===== config.mk =====
export PLATFORM = sky130hd
export DESIGN_NAME = switch_cfg_loader
export DESIGN_NICKNAME = d
export VERILOG_FILES = /design/src/rtl/switch_cfg_loader.sv
export SDC_FILE = /design/constraint.sdc
export NUM_CORES = 1
export LEC_CHECK = 0
export BUFFER_PORTS_ARGS = -buffer_cell sky130_fd_sc_hd__buf_4
export CELL_PAD_IN_SITES_DETAIL_PLACEMENT = 1
export CELL_PAD_IN_SITES_GLOBAL_PLACEMENT = 2
export CORE_ASPECT_RATIO = 0.75
export CORE_MARGIN = 8
export CORE_UTILIZATION = 35
export DETAILED_ROUTE_END_ITERATION = 8
export GPL_TIMING_DRIVEN = 0
export PLACE_DENSITY = 0.74
export SKIP_CTS_REPAIR_TIMING = 1
export SLEW_MARGIN = 0
export SYNTH_ARGS = -nofsm -noshare
export SYNTH_HDL_FRONTEND = slang
export SYNTH_SLANG_ARGS = --single-unit

===== constraint.sdc =====
create_clock -name clk -period 2.3 [get_ports clk]
set_clock_uncertainty 0.05 [all_clocks]
set_input_delay 0.115 -clock clk [delete_from_list [all_inputs] [get_ports clk]]
set_output_delay 0.115 -clock clk [all_outputs]
set_load 0.01 [all_outputs]

===== src/rtl/switch_cfg_loader.sv =====
// switch_cfg_loader
//   Receives a framed configuration byte stream (HEADER, 18 entry bytes,
//   checksum), validates every entry and the XOR checksum, and only then
//   commits the whole switch-matrix configuration to cfg_out in one edge.
//
// Ports
//   clk        - clock, rising edge
//   rst_n      - asynchronous active-low reset
//   cfg_valid  - cfg_data holds a byte (transfer on cfg_valid && cfg_ready)
//   cfg_data   - configuration byte stream
//   cfg_ready  - loader accepts a byte this cycle
//   cfg_abort  - synchronous request to discard the current frame
//   cfg_out    - active config, entry k at bits [6k+5:6k]
//   cfg_done   - one-cycle pulse on a successful commit
//   cfg_err    - one-cycle pulse on a rejected frame
//   err_code   - last rejection reason: 00 none, 01 checksum, 10 illegal entry
//   busy       - high whenever the loader is not idle
module switch_cfg_loader #(
    parameter logic [7:0] HEADER = 8'hA5
) (
    input  logic         clk,
    input  logic         rst_n,
    input  logic         cfg_valid,
    input  logic [7:0]   cfg_data,
    output logic         cfg_ready,
    input  logic         cfg_abort,
    output logic [107:0] cfg_out,
    output logic         cfg_done,
    output logic         cfg_err,
    output logic [1:0]   err_code,
    output logic         busy
);

    typedef enum logic [2:0] {
        IDLE,
        LOAD,
        CHK,
        COMMIT,
        ERR
    } state_t;

    state_t     state;
    logic [5:0] shadow [18];
    logic [4:0] count;
    logic [5:0] xsum;
    logic       illegal;
    logic [1:0] pend_code;
    logic       take;
    logic       byte_bad;

    assign take = cfg_valid && cfg_ready;

    // Entry legality: sel 0 is high-Z (any index); top/bottom have 5 pins,
    // left/right have 4; sel 5..7 and nonzero bits [7:6] are never legal.
    always_comb begin
        byte_bad = 1'b0;
        if (cfg_data[7:6] != 2'b00) begin
            byte_bad = 1'b1;
        end else begin
            case (cfg_data[2:0])
                3'd0:       byte_bad = 1'b0;
                3'd1, 3'd3: byte_bad = (cfg_data[5:3] > 3'd4);
                3'd2, 3'd4: byte_bad = (cfg_data[5:3] > 3'd3);
                default:    byte_bad = 1'b1;
            endcase
        end
    end

    always_ff @(posedge clk or negedge rst_n) begin
        if (!rst_n) begin
            state     <= IDLE;
            cfg_ready <= 1'b1;
            busy      <= 1'b0;
            cfg_out   <= '0;
            count     <= '0;
            xsum      <= '0;
            illegal   <= 1'b0;
            pend_code <= 2'b00;
            cfg_done  <= 1'b0;
            cfg_err   <= 1'b0;
            err_code  <= 2'b00;
            for (int unsigned k = 0; k < 18; k++) shadow[k] <= '0;
        end else begin
            cfg_done <= 1'b0;
            cfg_err  <= 1'b0;
            // Abort outranks everything, including a byte offered this cycle
            // and the COMMIT/ERR updates.
            if (cfg_abort) begin
                state     <= IDLE;
                cfg_ready <= 1'b1;
                busy      <= 1'b0;
                count     <= '0;
                xsum      <= '0;
                illegal   <= 1'b0;
                for (int unsigned k = 0; k < 18; k++) shadow[k] <= '0;
            end else begin
                case (state)
                    IDLE: begin
                        if (take && cfg_data == HEADER) begin
                            state   <= LOAD;
                            busy    <= 1'b1;
                            count   <= '0;
                            xsum    <= '0;
                            illegal <= 1'b0;
                        end
                    end
                    LOAD: begin
                        if (take) begin
                            shadow[count] <= cfg_data[5:0];
                            xsum          <= xsum ^ cfg_data[5:0];
                            illegal       <= illegal | byte_bad;
                            count         <= count + 5'd1;
                            if (count == 5'd17) state <= CHK;
                        end
                    end
                    CHK: begin
                        if (take) begin
                            cfg_ready <= 1'b0;
                            if (illegal) begin
                                state     <= ERR;
                                pend_code <= 2'b10;
                            end else if (cfg_data != {2'b00, xsum}) begin
                                state     <= ERR;
                                pend_code <= 2'b01;
                            end else begin
                                state <= COMMIT;
                            end
                        end
                    end
                    COMMIT: begin
                        for (int unsigned k = 0; k < 18; k++) cfg_out[6*k +: 6] <= shadow[k];
                        cfg_done  <= 1'b1;
                        err_code  <= 2'b00;
                        state     <= IDLE;
                        cfg_ready <= 1'b1;
                        busy      <= 1'b0;
                    end
                    ERR: begin
                        cfg_err   <= 1'b1;
                        err_code  <= pend_code;
                        state     <= IDLE;
                        cfg_ready <= 1'b1;
                        busy      <= 1'b0;
                    end
                    default: begin
                        state     <= IDLE;
                        cfg_ready <= 1'b1;
                        busy      <= 1'b0;
                    end
                endcase
            end
        end
    end

endmodule


==> results of run 1 <==
[critical path, cell delays in order, from the launching register on]
cell           delay, ns
dfrtp_1             0.41
nor3_1              0.32
dlygate4sd3_1       0.61
nand4_1             0.09
dlygate4sd3_1       0.58
o211a_1             0.13
[power groups by stage]
| stage | logic, W | registers [W] | clock network, W |
|---|---|---|---|
| final | 0.000227 | 0.00422 | 0.00417 |
| after detailed placement | 0.000215 | 0.00429 | 0 |
| after CTS | 0.000217 | 0.00422 | 0.00426 |
| after global routing | 0.000257 | 0.00421 | 0.00444 |
| after floorplan | 0.0000717 | 0.00429 | 0 |
| after global placement | 0.000196 | 0.00429 | 0 |
[flip-flops by register name, indices dropped and copies added, names as in the netlist, 2 cells and up]
signal and flops:
cfg_out 108, shadow 108, xsum 6, count 5, state 3, err_code 2
pend_code 2
[cells by family (layout without fill, tap and decap cells)]
family                   count (synthesis)  in the layout  synth area share (%)
adder cells (fa/ha/maj)                  4              4                0.5344
flip-flops                             239            239                 63.87
multiplexers                           110            110                 13.21
buffers and inverters                   46            248                 2.738
AND/OR/NAND/NOR                         91             91                 5.771
AO/OA/AOI/OAI                          157            157                 13.32
XOR/XNOR                                 6              6                0.5610
[metrics by stage]
stage,hold WS (ns),total power (W),TNS [ns],std cells,area (sq um)
4_1_cts,-0.3537,0.008691,-23.05,1174,11640
5_1_grt,0.07554,0.008916,-0.1027,1206,12030
3_5_place_dp,0.1888,0.004508,-20.43,1130,10780
6_report,0.04344,0.008614,0,1206,12030
2_1_floorplan,-0.2306,0.004365,0,653,9366
3_3_place_gp,0.4170,0.004489,-154.54,1129,10740
[placed cells by master, fill, tap and decap left out, types with 2 or more instances in the layout]
cell | synthesis | layout
nor2_2 | 1 | 8
nor4bb_1 | 2 | 2
clkbuf_16 | 0 | 27
ha_1 | 4 | 4
a31oi_1 | 9 | 9
or2_2 | 3 | 3
clkbuf_8 | 0 | 5
a22o_1 | 108 | 108
inv_1 | 11 | 11
nor3_1 | 6 | 6
buf_2 | 13 | 13
dlygate4sd3_1 | 0 | 11
a21oi_1 | 24 | 24
clkbuf_2 | 0 | 3
xnor2_1 | 6 | 6
a221o_1 | 2 | 2
dfrtp_1 | 238 | 238
buf_12 | 0 | 6
mux2_2 | 109 | 109
clkinv_2 | 0 | 2
clkbuf_1 | 11 | 14
nor2_1 | 28 | 21
or3b_2 | 2 | 2
buf_6 | 8 | 8
clkinvlp_4 | 0 | 2
nand4_1 | 4 | 4
o22ai_1 | 2 | 2
nand3_1 | 3 | 3
buf_4 | 2 | 141
nand2_1 | 20 | 20
nor3_4 | 5 | 7
nand2b_1 | 6 | 6
o21ai_0 | 3 | 3
bufinv_16 | 0 | 2
[cell type report]
class	instances	area, sq um
inverters	11	41.29
clock inverters	7	96.34
repair buffers	158	1316
fillers	2747	14650
multi-input cells	368	3169
well taps	351	439.2
flip-flops and latches	239	5982
plain buffers	35	219.0
clock buffers	37	763.2
[layer usage]
metal  vias to the layer above  track usage, %  wire [um]  share of wire (%)
li1                       2791               -          -                  -
met1                      3306           22.01      11850                 46
met2                       129           24.94      12210                 47
met3                        34           2.986       1355                5.3
met4                         0           3.635        378                1.5
met5                         -               0          0                  0
[final timing paths]
kind | end | startpoint
setup reg to reg | illegal$_DFFE_PN0P_ | illegal$_DFFE_PN0P_
setup / recovery | illegal$_DFFE_PN0P_ | illegal$_DFFE_PN0P_
hold / removal | cfg_err$_DFF_PN0_ | cfg_abort
min in group asynchronous | cfg_out[74]$_DFFE_PN0P_ | rst_n
hold reg to reg | shadow[40]$_DFFE_PN0P_ | shadow[40]$_DFFE_PN0P_
max in group asynchronous | shadow[80]$_DFFE_PN0P_ | rst_n
==> flow_metrics.py, run 1 <==
metrics = {
    "floorplan": {
        "boundaryPins": 126,
        "rows": 52,
        "die-area_sq_um": 32310,
        "core_sq_um": 26680,
        "initial_core_util_pct": 35.11,
        "die_y_um": 157.7,
        "dieWidth_um": 204.9,
    },
    "synthesis": {
        "ys_types": 48,
        "yosysWarnings": 0,
        "synth_seq_area_share_pct": 63.87,
        "netlist_area_sq_um": 9366,
        "synth_edf_count": 0,
        "synth_nets": 669,
        "async_reset_ff_share_pct": 100.0,
        "syn_avg_cell_area_sq_um": 14.34,
        "ys_seq_elements": 239,
        "synth_commonest_cells": "dfrtp_1 (238), mux2_2 (109), a22o_1 (108), nor2_1 (28), a21oi_1 (24)",
        "synthFlopType": "dfrtp_1",
        "yosysTopAreaCellShare_pct": 63.59,
        "syn_inst": 653,
        "synth_top_area_cell": "dfrtp_1",
        "yosysMostFrequentCell": "dfrtp_1",
        "synthTopCellsByArea": "dfrtp_1 (64%), mux2_2 (13%), a22o_1 (10%)",
    },
    "placed_design": {
        "hpwlAfterDp_mm": 17.55,
        "gp_congestion": 0.7631,
        "post-place-ws_ns": -0.3420,
        "io_buffers": 125,
    },
    "routing": {
        "post_drt_wl_per_cell_um": 21.39,
        "dr.pass1.iters": 4,
        "drt_iter0_markers": 340,
        "drc": 0,
        "vias": 6260,
        "ant_nets": 0,
        "vias_per_cell": 5.191,
        "wl_mm": 25.80,
    },
    "grt": {
        "grt_antenna_before_repair": 0,
        "grt_pass1_vias": 6697,
        "grt.overflow.total": 0,
        "grt_pass1_wl_mm": 40.20,
        "grt_max_degree": 130,
        "grtUsageTotal_pct": 15.70,
    },
    "hold_path": {
        "whs_path_depth": 4,
        "hold_class": "in2reg",
    },
    "setup_path": {
        "r2r_setup_slack_ns": 0.02,
        "required_ns": 2.66,
        "cp-end-kind": "flop",
        "crit_type": "reg2reg",
        "cp_max_fo": 4,
        "cp.arrival_ns": 2.64,
        "crit_path_start_kind": "flop",
        "ff2ff_path_depth": 5,
    },
    "cts": {
        "clockBufferDepth": 3,
        "cts_tree": "done",
        "clock-sinks": 239,
        "clk_pin_slew_ns": 0.06,
        "clockRootBuffer": "clkbuf_16",
        "cts_buffers": 26,
        "clock_latency_ns": 0.52,
        "htreeDepth": 1,
    },
    "pwr": {
        "pwr-share-clk_pct": 48.4,
        "p_sw_w": 0.001822,
        "power_density_nw_per_um2": 716.2,
        "vdd_drop_max_uv": 435.1,
        "combPwrFrac_pct": 2.6,
        "p_leak_nw": 6.041,
        "intPower_w": 0.006792,
        "power_frac_seq_pct": 48.9,
        "sw_frac_of_total_pct": 21.15,
    },
    "timing": {
        "period_share_pct": 99.27,
        "final_max_slew_viol_count": 0,
        "fin_ws_ns": 0.01672,
        "period_minus_slack_ns": 2.283,
        "maxSlewHeadroom_pct": 42.83,
        "hold_violations": 0,
        "setup_viol": 0,
        "worst_pin_slew_ns": 0.8575,
        "fmax_mhz": 438.0,
    },
    "cells_and_area": {
        "num_antenna_cells": 0,
        "area.growth.synth_to_final_pct": 28.40,
        "nets": 855,
        "drive_above_1_share_pct": 40.70,
        "final_util_pct": 45.08,
    },
    "job": {
        "maxCapViolations": 0,
    },
    "status": {
        "status": "finished clean",
    },
}
No activity file was read; power rests on OpenSTA's default activity.
==> run 2: changes to the inputs <==
HOLD_SLACK_MARGIN = 0.08   (was default)
SETUP_SLACK_MARGIN = 0.05   (was default)
==> run 2 against run 1 <==
Count of clock-buffer cells in the layout stayed put. Worst setup slack better by 0.14 ns. Largest cell class unchanged. Cell area hardly changed. Critical path depth is 2 higher. Critical path type unchanged. Non-clock buffer count stayed put. Hold slack better by 0.0042 ns. Power hardly changed. First-iteration DRC count is 7.9% lower.
==> flow_metrics.py, run 2 (synthesis gave the netlist of run 1 again) <==
metrics = {
    "cells_and_area": {
        "final_util_pct": 45.11,
        "area.growth.synth_to_final_pct": 28.47,
        "drive_above_1_share_pct": 40.94,
        "final_cell_count_no_fill": 1206,
        "nets": 855,
        "final_common_cell": "dfrtp_1",
        "num_antenna_cells": 0,
        "most-common-layout-cells": "dfrtp_1 (238), buf_4 (141), mux2_2 (109), a22o_1 (108), clkbuf_16 (27)",
        "top_regs": "cfg_out: 108 flops, shadow: 108 flops, xsum: 6 flops",
        "fillerInstances": 2750,
    },
    "timing": {
        "fmax_mhz": 466.1,
        "hold_violations": 0,
        "grt_setup_unrepaired": "true",
        "worst_pin_slew_ns": 0.8580,
        "fin_ws_ns": 0.1543,
        "period_minus_slack_ns": 2.146,
        "final_max_slew_viol_count": 0,
        "fin_setup_tns_ns": 0,
        "setup_viol": 0,
        "maxSlewHeadroom_pct": 42.80,
        "period_share_pct": 93.29,
    },
    "floorplan": {
        "initial_core_util_pct": 35.11,
        "boundaryPins": 126,
        "die_y_um": 157.7,
        "dieWidth_um": 204.9,
        "rows": 52,
        "core_sq_um": 26680,
        "die-area_sq_um": 32310,
    },
    "setup_path": {
        "cp.arrival_ns": 2.49,
        "cp-end-kind": "flop",
        "cp_num_buf_inv": 4,
        "worst-path-stages": 7,
        "critPathTopFamily": "buffers and inverters",
        "crit_path_start_kind": "flop",
        "ff2ff_path_depth": 7,
        "crit_type": "reg2reg",
        "slowest_stage": "mux2_2",
        "r2r_setup_slack_ns": 0.15,
        "timing.critical_path.slowest_cell_delay_ns": 0.38,
        "crit_chain": "buf_6 -> or2_2 -> clkbuf_1 -> nor2_4 -> buf_4 -> buf_2 -> mux2_2",
        "required_ns": 2.64,
        "cp_max_fo": 10,
    },
    "grt": {
        "grt_pass1_vias": 6697,
        "grt.overflow.total": 0,
        "grtUsageTotal_pct": 15.70,
        "grt_antenna_before_repair": 0,
        "grt_max_degree": 130,
        "grt_pass1_wl_mm": 40.20,
    },
    "placed_design": {
        "io_buffers": 125,
        "dp_cells": 1130,
        "post-place-ws_ns": -0.3420,
        "hpwlAfterDp_mm": 17.55,
        "gp_congestion": 0.7631,
    },
    "cts": {
        "htreeDepth": 1,
        "clock_latency_ns": 0.52,
        "clk_pin_slew_ns": 0.06,
        "cts_buffers": 26,
        "clockRootBuffer": "clkbuf_16",
        "cts_tree": "done",
        "clockBufferDepth": 3,
        "clock-sinks": 239,
    },
    "routing": {
        "wl_mm": 25.71,
        "vias": 6267,
        "wl_met1_mm": 12.06,
        "ant_nets": 0,
        "post_drt_wl_per_cell_um": 21.32,
        "drt_iter0_markers": 313,
        "vias_per_cell": 5.197,
        "dr_wl_met2_mm": 12.16,
        "drc": 0,
        "met3WireLength_mm": 1.121,
        "dr.pass1.iters": 4,
        "dr.max_layer_used": "met4",
    },
    "hold_path": {
        "hold_class": "in2reg",
        "whs_path_depth": 4,
    },
    "pwr": {
        "vdd_drop_max_uv": 428.7,
        "finalPower_w": 0.008609,
        "power_density_nw_per_um2": 715.4,
        "p_leak_nw": 6.048,
    },
    "job": {
        "maxCapViolations": 0,
    },
    "status": {
        "status": "finished clean",
    },
}
==> run 2: cell count changes in the layout (fill, tap and decap cells not counted) <==
cell,before,now
nor4_1,1,0
nor2_2,8,7
clkbuf_2,3,5
nor4_2,0,1
clkbuf_1,14,12
nor2_1,21,22
==> run 2: path summary, 6_finish.rpt <==
kind / from / end
max: state[2]$_DFFE_PN0P_ / cfg_out[13]$_DFFE_PN0P_
min: cfg_abort / cfg_err$_DFF_PN0_
max reg2reg: state[2]$_DFFE_PN0P_ / cfg_out[13]$_DFFE_PN0P_
min reg2reg: shadow[40]$_DFFE_PN0P_ / shadow[40]$_DFFE_PN0P_
max in group asynchronous: rst_n / shadow[80]$_DFFE_PN0P_
min in group asynchronous: rst_n / cfg_out[74]$_DFFE_PN0P_
==> run 2: metal layers <==
layer / track usage, % / up-vias
met4: 3.635 / 0
met1: 22.01 / 3324
li1: - / 2788
met2: 24.94 / 125
met5: 0 / -
met3: 2.986 / 30
==> run 2: tightest hold or removal path, stage by stage <==
cell,delay (ns)
buf_4,0.13
nand2b_1,0.13
or3_1,0.15
inv_1,0.05
==> run 2: through the flow <==
stage	area (sq um)	hold WS (ns)
5_1_grt	12030	0.08590
2_1_floorplan	9366	-0.2306
6_report	12030	0.04764
3_5_place_dp	10780	0.1888
4_1_cts	11640	-0.3537
3_3_place_gp	10740	0.4170
==> run 2: area by class of cell <==
class / instances / area (sq um) / share of cell area, %
tap: 351 / 439.2 / 3.650
multi-input combinational: 368 / 3173 / 26.37
buffer: 35 / 221.5 / 1.840
clock inverter: 7 / 96.34 / 0.8007
timing repair buffer: 158 / 1316 / 10.94
sequential: 239 / 5982 / 49.71
clock buffer: 37 / 763.2 / 6.343
inverter: 11 / 41.29 / 0.3431
==> run 2: power breakdown <==
part | internal [W] | total [W] | switching (W) | leakage, nW
clock network | 0.00252 | 0.00417 | 0.00164 | 0.417
logic | 0.0000571 | 0.000227 | 0.000170 | 2.30
registers | 0.00421 | 0.00422 | 0.00000565 | 3.33
total | 0.00679 | 0.00861 | 0.00182 | 6.05
==> run 3: changes to the inputs <==
CAP_MARGIN = 20   (was default)
CORE_MARGIN = 5   (was 8)
==> run 3 against run 2 <==
Global-route usage up 0.95 points. Clock power up 7.7%. First-iteration DRC count down 7.7%. Wire length down 0.63%. Combinational power up 5%. Count of clock-buffer cells in the layout unchanged. Utilization up 1.0 points. Sequential share of layout area down 0.15 points. Critical path depth down 2. Sequential power about the same. Largest power group is now clock.
==> flow_metrics.py, run 3 (synthesis gave the netlist of run 1 again) <==
metrics = {
    "routing": {
        "wl_mm": 25.55,
        "vias_per_cell": 5.195,
        "drt_iter0_markers": 289,
        "vias": 6234,
        "drc": 0,
        "dr.pass1.iters": 4,
        "ant_nets": 0,
        "post_drt_wl_per_cell_um": 21.29,
    },
    "setup_path": {
        "cpMostUsedCell": "clkbuf_1",
        "crit_chain": "clkbuf_1 -> nor4bb_2 -> clkbuf_1 -> a21oi_1 -> a22o_1",
        "r2r-end": "shadow[53]$_DFFE_PN0P_",
        "crit_path_start_kind": "flop",
        "worst-path-stages": 5,
        "critPathTopFamily": "buffers and inverters",
        "crit_path_end": "shadow[53]$_DFFE_PN0P_",
        "cp_max_fo": 10,
        "cp_num_buf_inv": 2,
        "cp-end-kind": "flop",
        "cp.arrival_ns": 2.55,
        "timing.critical_path.slowest_cell_delay_ns": 0.47,
        "ff2ff_path_depth": 5,
        "required_ns": 2.67,
        "crit_type": "reg2reg",
        "r2r_setup_slack_ns": 0.12,
        "slowest_stage": "nor4bb_2",
        "worstSetupStartpoint": "count[3]$_DFFE_PN0P_",
        "rr_startpoint": "count[3]$_DFFE_PN0P_",
    },
    "placed_design": {
        "post-place-ws_ns": -0.2897,
        "dp_cells": 1124,
        "dpl_cell_area_sq_um": 10800,
        "io_buffers": 125,
        "gp_congestion": 0.7729,
        "hpwlAfterDp_mm": 17.35,
    },
    "pwr": {
        "vdd_drop_max_uv": 481.2,
        "power_density_nw_per_um2": 741.0,
        "p_leak_nw": 6.066,
    },
    "cts": {
        "clk_pin_slew_ns": 0.06,
        "clockBufferDepth": 3,
        "clockRootBuffer": "clkbuf_16",
        "cts_buffers": 25,
        "clock-sinks": 239,
        "htreeDepth": 1,
        "cts_tree": "done",
        "clock_latency_ns": 0.53,
    },
    "timing": {
        "hold_violations": 0,
        "fin_ws_ns": 0.1189,
        "grt_setup_unrepaired": "true",
        "worst_pin_slew_ns": 0.7746,
        "final_max_slew_viol_count": 0,
        "setup_viol": 0,
        "period_minus_slack_ns": 2.181,
        "hold_slack_ns": 0.06435,
        "fmax_mhz": 458.5,
        "period_share_pct": 94.83,
        "maxSlewHeadroom_pct": 48.36,
    },
    "grt": {
        "grt_pass1_vias": 6598,
        "grt_pass1_wl_mm": 39.52,
        "grt_antenna_before_repair": 0,
        "grt.overflow.total": 0,
        "grt_max_degree": 98,
        "grtUsageTotal_pct": 16.65,
    },
    "cells_and_area": {
        "final_util_pct": 46.14,
        "nets": 854,
        "most-common-layout-cells": "dfrtp_1 (238), buf_4 (143), mux2_2 (109), a22o_1 (108), clkbuf_16 (25)",
        "area.growth.synth_to_final_pct": 28.87,
        "final_cell_count_no_fill": 1200,
        "drive_above_1_share_pct": 40.65,
        "final_common_cell": "dfrtp_1",
        "num_antenna_cells": 0,
        "fin_area_sq_um": 12070,
        "top_regs": "cfg_out: 108 flops, shadow: 108 flops, xsum: 6 flops",
    },
    "floorplan": {
        "core_sq_um": 26160,
        "initial_core_util_pct": 35.80,
        "die-area_sq_um": 30170,
        "boundaryPins": 126,
        "die_y_um": 151.7,
        "rows": 51,
        "dieWidth_um": 198.9,
    },
    "hold_path": {
        "hold_class": "in2reg",
    },
    "job": {
        "maxCapViolations": 0,
    },
    "status": {
        "status": "finished clean",
    },
}
[run 3: how the worst min path moves through the flow]
stage | from | to | cells after the start | slack, ns
final | cfg_data[7] | state[1]$_DFFE_PN0P_ | 5 | 0.06
after global routing | cfg_data[7] | state[1]$_DFFE_PN0P_ | 5 | 0.09
after CTS | rst_n | cfg_out[49]$_DFFE_PN0P_ | 1 | -0.56
after detailed placement | rst_n | cfg_out[49]$_DFFE_PN0P_ | 1 | -0.005
after global placement | cfg_data[4] | xsum[4]$_DFFE_PN0P_ | 4 | 0.41
after floorplan | rst_n | busy$_DFFE_PN0P_ | 0 | -0.23
[run 3: per-stage QoR]
| stage | setup TNS [ns] | power [W] |
|---|---|---|
| final | 0 | 0.008944 |
| after detailed placement | -17.50 | 0.004514 |
| after global routing | -0.2377 | 0.009268 |
| after CTS | -16.86 | 0.009027 |
| after global placement | -146.32 | 0.004488 |
| after floorplan | 0 | 0.004365 |
[run 3: metal layers]
layer	GRT usage, %	vias to the layer above	part of all wire, %
met3	2.785	32	4.7
met5	0	-	0
met1	24.50	3278	48
li1	-	2795	-
met2	26.02	129	46
met4	3.896	0	1.6
[run 3: tightest hold or removal path: stages]
cell      delay, ns
buf_4          0.08
nor3_1         0.05
nand3_1        0.12
or2_2          0.13
a221oi_1       0.07
[run 3: final cells by class]
cell class	instances	area (sq um)
Inverter	11	41.29
Clock inverter	8	197.7
Multi-Input combinational cell	368	3189
Fill cell	2659	14090
Buffer	35	220.2
Timing Repair Buffer	158	1289
Tap cell	344	430.4
Sequential cell	239	5982
Clock buffer	37	720.7
[run 3: power by group]
group	total (W)	switching (W)	internal [W]	leakage (nW)
Sequential	0.00422	0.00000606	0.00421	3.33
Combinational	0.000239	0.000172	0.0000673	2.29
Clock	0.00449	0.00165	0.00284	0.446
